## config.mk

```make
export PLATFORM = sky130hd
export DESIGN_NAME = fetch_stage
export DESIGN_NICKNAME = d
export VERILOG_FILES = /design/src/rtl/fetch_stage_pkg.sv /design/src/rtl/fetch_stage_fd_pipe_reg.sv /design/src/rtl/fetch_stage.sv
export SDC_FILE = /design/constraint.sdc
export NUM_CORES = 1
export LEC_CHECK = 0
export CAP_MARGIN = 30
export CORE_ASPECT_RATIO = 1.75
export CORE_MARGIN = 1.5
export CORE_UTILIZATION = 49
export CTS_CLUSTER_DIAMETER = 40
export DETAILED_ROUTE_END_ITERATION = 12
export PLACE_DENSITY = 0.95
export SLEW_MARGIN = 20
export SYNTH_ARGS = -nofsm -noshare
export SYNTH_HDL_FRONTEND = slang
export SYNTH_HIERARCHICAL = 1
export SYNTH_SLANG_ARGS = --single-unit
```

## constraint.sdc

```tcl
create_clock -name clk -period 4.3 [get_ports clk]
set_input_delay 0.86 -clock clk [delete_from_list [all_inputs] [get_ports clk]]
set_output_delay 0.86 -clock clk [all_outputs]
set_load 0.1 [all_outputs]
```

## src/rtl/fetch_stage_pkg.sv

```systemverilog
// fetch_stage_pkg: shared definitions for the fetch stage of the 16-bit CPU.
// Holds the PC width, the bubble and HALT instruction encodings, the fetch
// state encoding and small PC arithmetic helpers.
package fetch_stage_pkg;

    localparam int PC_WIDTH = 16;

    localparam logic [15:0] NOP_INSTR_C  = 16'h0800;
    localparam logic [15:0] HALT_INSTR_C = 16'h0000;

    typedef enum logic {
        FETCH  = 1'b0,
        HALTED = 1'b1
    } fetch_state_e;

    // Sequential PC step; wraps modulo 2^16 with no flag.
    function automatic logic [PC_WIDTH-1:0] pc_plus2(input logic [PC_WIDTH-1:0] pc);
        return pc + 16'd2;
    endfunction

    // Instructions are halfword aligned, so bit 0 of a target is dropped.
    function automatic logic [PC_WIDTH-1:0] align_pc(input logic [PC_WIDTH-1:0] pc);
        return {pc[PC_WIDTH-1:1], 1'b0};
    endfunction

endpackage

```

## src/rtl/fetch_stage_fd_pipe_reg.sv

```systemverilog
// fd_pipe_reg: IF/ID pipeline register.
// Ports:
//   clk_i, rst_i         clock, synchronous active-high reset
//   load_i               capture instr_i / pc2_i and mark valid
//   flush_i              write a bubble (NOP, valid=0); wins over load_i
//   instr_i, pc2_i       fetched instruction and its PC+2
//   instr_o, pc2_o       registered instruction / PC+2 for decode
//   valid_o              instr_o holds a real fetched instruction
// With neither load_i nor flush_i asserted the register holds.
module fd_pipe_reg
    import fetch_stage_pkg::*;
#(
    parameter logic [15:0] NOP_INSTR = NOP_INSTR_C
) (
    input  logic                clk_i,
    input  logic                rst_i,
    input  logic                load_i,
    input  logic                flush_i,
    input  logic [PC_WIDTH-1:0] instr_i,
    input  logic [PC_WIDTH-1:0] pc2_i,
    output logic [PC_WIDTH-1:0] instr_o,
    output logic [PC_WIDTH-1:0] pc2_o,
    output logic                valid_o
);

    logic [PC_WIDTH-1:0] instr_q;
    logic [PC_WIDTH-1:0] pc2_q;
    logic                valid_q;

    // IF/ID register: reset, flush to bubble, load, or hold.
    always_ff @(posedge clk_i) begin
        if (rst_i) begin
            instr_q <= NOP_INSTR;
            pc2_q   <= 16'h0000;
            valid_q <= 1'b0;
        end else if (flush_i) begin
            // A bubble keeps the stale pc2; decode ignores it when invalid.
            instr_q <= NOP_INSTR;
            valid_q <= 1'b0;
        end else if (load_i) begin
            instr_q <= instr_i;
            pc2_q   <= pc2_i;
            valid_q <= 1'b1;
        end else begin
            instr_q <= instr_q;
            pc2_q   <= pc2_q;
            valid_q <= valid_q;
        end
    end

    assign instr_o = instr_q;
    assign pc2_o   = pc2_q;
    assign valid_o = valid_q;

endmodule

```

## src/rtl/fetch_stage.sv

```systemverilog
// fetch_stage: IF stage plus IF/ID register of the 16-bit 5-stage CPU.
// Owns the PC, issues instruction-memory reads (variable latency, done
// handshake) and feeds decode through fd_pipe_reg. Tracks HALT.
// Ports:
//   clk, rst                  clock, synchronous active-high reset
//   stall                     hold PC and IF/ID
//   redirect, redirect_pc     taken branch/jump and its target
//   imem_en, imem_addr        read request, address = PC
//   imem_data, imem_done      returned instruction and its valid strobe
//   FD_instr, FD_pc2, FD_valid  IF/ID contents
//   halted                    HALT fetched, fetch stopped
//   err                       sticky misaligned-redirect flag
// Optional feature, macro FETCH_PERF_CTR_EN: adds saturating counters
//   perf_stall_cnt (stall without redirect) and perf_flush_cnt (redirect).
module fetch_stage
    import fetch_stage_pkg::*;
#(
    parameter logic [15:0] RESET_PC   = 16'h0000,
    parameter logic [15:0] NOP_INSTR  = NOP_INSTR_C,
    parameter logic [15:0] HALT_INSTR = HALT_INSTR_C
) (
    input  logic                clk,
    input  logic                rst,
    input  logic                stall,
    input  logic                redirect,
    input  logic [PC_WIDTH-1:0] redirect_pc,
    output logic                imem_en,
    output logic [PC_WIDTH-1:0] imem_addr,
    input  logic [PC_WIDTH-1:0] imem_data,
    input  logic                imem_done,
    output logic [PC_WIDTH-1:0] FD_instr,
    output logic [PC_WIDTH-1:0] FD_pc2,
    output logic                FD_valid,
    output logic                halted,
    output logic                err
`ifdef FETCH_PERF_CTR_EN
    ,
    output logic [15:0]         perf_stall_cnt,
    output logic [15:0]         perf_flush_cnt
`endif
);

    fetch_state_e        state_q, state_d;
    logic [PC_WIDTH-1:0] pc_q, pc_d;
    logic                err_q, err_d;
    logic                fd_load_s;
    logic                fd_flush_s;

    // State register: FSM state, PC and sticky error flag.
    always_ff @(posedge clk) begin
        if (rst) begin
            state_q <= FETCH;
            pc_q    <= RESET_PC;
            err_q   <= 1'b0;
        end else begin
            state_q <= state_d;
            pc_q    <= pc_d;
            err_q   <= err_d;
        end
    end

    // Next-state logic: redirect > stall > memory done > memory busy.
    always_comb begin
        state_d    = state_q;
        pc_d       = pc_q;
        err_d      = err_q;
        fd_load_s  = 1'b0;
        fd_flush_s = 1'b0;
        if (redirect) begin
            // Flush dominates hold; any returning data is dropped, which
            // also discards a HALT fetched in the branch shadow.
            state_d    = FETCH;
            pc_d       = align_pc(redirect_pc);
            fd_flush_s = 1'b1;
            if (redirect_pc[0]) begin
                err_d = 1'b1;
            end else begin
                err_d = err_q;
            end
        end else if (stall) begin
            // Hold everything; the same PC is re-requested next cycle.
            state_d = state_q;
        end else begin
            case (state_q)
                FETCH: begin
                    if (imem_done) begin
                        fd_load_s = 1'b1;
                        pc_d      = pc_plus2(pc_q);
                        if (imem_data == HALT_INSTR) begin
                            state_d = HALTED;
                        end else begin
                            state_d = FETCH;
                        end
                    end else begin
                        fd_flush_s = 1'b1;
                    end
                end
                HALTED: begin
                    fd_flush_s = 1'b1;
                end
                default: begin
                    state_d    = FETCH;
                    fd_flush_s = 1'b1;
                end
            endcase
        end
    end

    // Output decode from the current state.
    always_comb begin
        imem_en = 1'b0;
        halted  = 1'b0;
        case (state_q)
            FETCH: begin
                imem_en = 1'b1;
                halted  = 1'b0;
            end
            HALTED: begin
                imem_en = 1'b0;
                halted  = 1'b1;
            end
            default: begin
                imem_en = 1'b0;
                halted  = 1'b0;
            end
        endcase
    end

    assign imem_addr = pc_q;
    assign err       = err_q;

    fd_pipe_reg #(
        .NOP_INSTR (NOP_INSTR)
    ) u_fd_pipe_reg (
        .clk_i   (clk),
        .rst_i   (rst),
        .load_i  (fd_load_s),
        .flush_i (fd_flush_s),
        .instr_i (imem_data),
        .pc2_i   (pc_plus2(pc_q)),
        .instr_o (FD_instr),
        .pc2_o   (FD_pc2),
        .valid_o (FD_valid)
    );

`ifdef FETCH_PERF_CTR_EN
    logic [15:0] perf_stall_q;
    logic [15:0] perf_flush_q;

    // Saturating performance counters; a redirect cycle counts as a flush only.
    always_ff @(posedge clk) begin
        if (rst) begin
            perf_stall_q <= 16'h0000;
            perf_flush_q <= 16'h0000;
        end else begin
            if (redirect && (perf_flush_q != 16'hFFFF)) begin
                perf_flush_q <= perf_flush_q + 16'd1;
            end else begin
                perf_flush_q <= perf_flush_q;
            end
            if (stall && !redirect && (perf_stall_q != 16'hFFFF)) begin
                perf_stall_q <= perf_stall_q + 16'd1;
            end else begin
                perf_stall_q <= perf_stall_q;
            end
        end
    end

    assign perf_stall_cnt = perf_stall_q;
    assign perf_flush_cnt = perf_flush_q;
`endif

endmodule

```

==> impl_metrics.env <==
export IMPL_rows=34
export IMPL_holdPathStages=2
export IMPL_preCtsSetupSlack_ps=922
export IMPL_grt_max_degree=53
export IMPL_clockBufferDepth=2
export IMPL_dr_total_vias=2335
export IMPL_fin_ws_ps=1250
export IMPL_yosysSeqAreaShare_pct=38.9
export IMPL_synth_top_family_by_area="simple AND/OR/NAND/NOR gates"
export IMPL_cap_violations=0
export IMPL_via_per_inst=5.67
export IMPL_fp_coreArea_mm2=0.00502
export IMPL_synth_seq_cells=50
export IMPL_cts_buffers=5
export IMPL_cts_tree="yes"
export IMPL_slew_headroom_pct=32.2
export IMPL_drt_iter0_drc=50
export IMPL_hold_viol=0
export IMPL_period_minus_slack_ps=3050
export IMPL_grt_overflow_total=0
export IMPL_postPlaceCellArea_mm2=0.00340
export IMPL_dieArea_mm2=0.00572
export IMPL_ys_flop_type="dfxtp_1"
export IMPL_htreeDepth=2
export IMPL_clock_sinks=50
export IMPL_stdcell_area_mm2=0.00352
export IMPL_drive_gt1_share_pct=6.15
export IMPL_grt_pass1_wl_um=10100
export IMPL_synthArstFlopShare_pct=0
export IMPL_rsz0062_at_grt="no"
export IMPL_synth_cell_types=44
export IMPL_hp_class="reg -> reg"
export IMPL_violations="DRC"
export IMPL_path_class="in -> reg"
export IMPL_syn_inst=282
export IMPL_cts_resized=0
export IMPL_ios=89
export IMPL_start_util_pct=51.3
export IMPL_total_power_mw=1.10
export IMPL_diodes=0
export IMPL_clkTransAtPathRegs_ps=100
export IMPL_p_leak_nw=1.29
export IMPL_drc=6
export IMPL_synth_compound_area_share_pct=10.9
export IMPL_place_gp_congestion=0.774
export IMPL_fmax_mhz=327
export IMPL_grt_antenna_before_repair=0
export IMPL_fin_skew_ps=13.2
export IMPL_synth_fa_ha_area_share_pct=0.486
export IMPL_outcome="finished with violations"
export IMPL_layout_commonest_cell="clkdlybuf4s50_1"
export IMPL_mostFrequentLayoutCells="87 x clkdlybuf4s50_1, 50 x dfxtp_1, 27 x nor2_1, 19 x mux2i_1, 18 x o21ai_0"
export IMPL_ir_drop_v=0.000240
export IMPL_synth_xor_xnor_area_share_pct=7.82
export IMPL_die_h_um=98.9
export IMPL_drtAntennaViolNets=0
export IMPL_syn_area_mm2=0.00257
export IMPL_setup_viol=0
export IMPL_areaGrowthSynthToFinish_pct=36.8
export IMPL_die_x_um=57.8
export IMPL_synth_edf_count=0
export IMPL_hold_buffers=0
export IMPL_firstDrtPassIters=8
export IMPL_required_ps=4480
export IMPL_grt_usage_pct=22.0
export IMPL_avgSynthCellArea_um2=9.13
export IMPL_cts_root_buf="clkbuf_8"
export IMPL_powerDensity_mw_per_mm2=312
export IMPL_ff2ff_path_depth=5
export IMPL_post_drt_wl_per_cell_um=15.0
export IMPL_setup_tns_ps=0
export IMPL_timing_hold_ws_ps=476
export IMPL_fin_crit_sh_pct=71.0
export IMPL_grt_pass1_vias=2228
export IMPL_endpoint_kind="flop"
export IMPL_worstMarginPinSlew_ps=1010
export IMPL_start_kind="primary input"
export IMPL_place_inst=404
export IMPL_post_cts_buffers=0
export IMPL_synth_warnings=6
export IMPL_utilization_pct=70.2
export IMPL_synthMuxAreaShare_pct=7.82
export IMPL_totalWireLength_um=6200
export IMPL_fillers=355
export IMPL_dpl_hpwl_um=4580
export IMPL_synth_area_leaders="dfxtp_1 39%, mux2i_1 7.4%, nand4bb_1 7.0%"
export IMPL_drv_slew=0
export IMPL_finalNetCount=395
export IMPL_cp_max_fo=18
export IMPL_cp_data_arrival_time_ps=3240
export IMPL_clk_latency_ps=310
export IMPL_synth_top_area_share_pct=38.9
export IMPL_yosys_area_share_simple_pct=25.9
export IMPL_port_buffers=87
export IMPL_synth_top_cell_by_area="dfxtp_1"
export IMPL_final_cell_count_no_fill=412
power by group:
group | internal (mW) | switching, mW | leakage [nW]
Combinational | 0.0880 | 0.161 | 0.824
Sequential | 0.477 | 0.0196 | 0.407
Clock | 0.192 | 0.161 | 0.0618
Total | 0.756 | 0.342 | 1.29
state kept, by name (all words and copies together), names as in the netlist:
register               cells
imem_addr                 15
u_fd_pipe_reg/instr_o     16
err                        1
u_fd_pipe_reg/valid_o      1
state_q                    1
u_fd_pipe_reg/pc2_o       16
critical path: stages:
cell and delay [ps]:
clkdlybuf4s50_1 520, or3b_1 620, nor2_2 690, buf_12 250
mux2i_1 220, nor2_1 70
kinds of logic after synthesis:
| group | count (synthesis) |
|---|---|
| xor+xnor | 23 |
| compound gates | 45 |
| buf+inv | 37 |
| simple gates | 105 |
| flops | 50 |
| mux | 20 |
| other cells | 1 |
| fa+ha+maj | 1 |
Yosys cell counts, drive strengths merged, types with 2 or more instances:
master and count:
a21oi 12, nand2b 16, xnor2 6, nand4bb 16, a21o 2, buf 11
nor3 8, o21ai 18, dfxtp 50, xor2 17, or2 3, clkbuf 12
inv 14, or3 2, nand4 4, nor2 28, o21a 8, a211oi 2
nand2 7, nor4 9, mux2i 19, nand3 5
metal layers:
metal  up-vias  share of wire (%)  GRT usage (%)
li1       1124                  -              -
met4         0                3.2           10.2
met3        21                4.9           4.59
met1      1105                 40           25.4
met5         -                  0              0
met2        85                 52           37.6
final timing paths:
| path | slack, ps | from | endpoint |
|---|---|---|---|
| worst max-delay path | 1250 | imem_done | u_fd_pipe_reg/instr_o[14]$_SDFFE_PP0P_ |
| worst min-delay path | 480 | u_fd_pipe_reg/pc2_o[13]$_SDFFE_PP0P_ | u_fd_pipe_reg/pc2_o[13]$_SDFFE_PP0P_ |
| worst max register to register | 1960 | state_q$_SDFFE_PP0N_ | u_fd_pipe_reg/instr_o[14]$_SDFFE_PP0P_ |
| worst min register to register | 480 | u_fd_pipe_reg/pc2_o[13]$_SDFFE_PP0P_ | u_fd_pipe_reg/pc2_o[13]$_SDFFE_PP0P_ |
layout make-up:
cell class                 instances  area (um2)  area share [%]
tap                               54        67.6            1.92
clock inverter                     2        38.8            1.10
clock buffer                       6        82.6            2.34
inverter                          14        52.6            1.49
multi-input combinational        196        1370            39.0
timing repair buffer              90         906            25.7
sequential                        50        1000            28.4
Power figures use the tool's default switching activity.
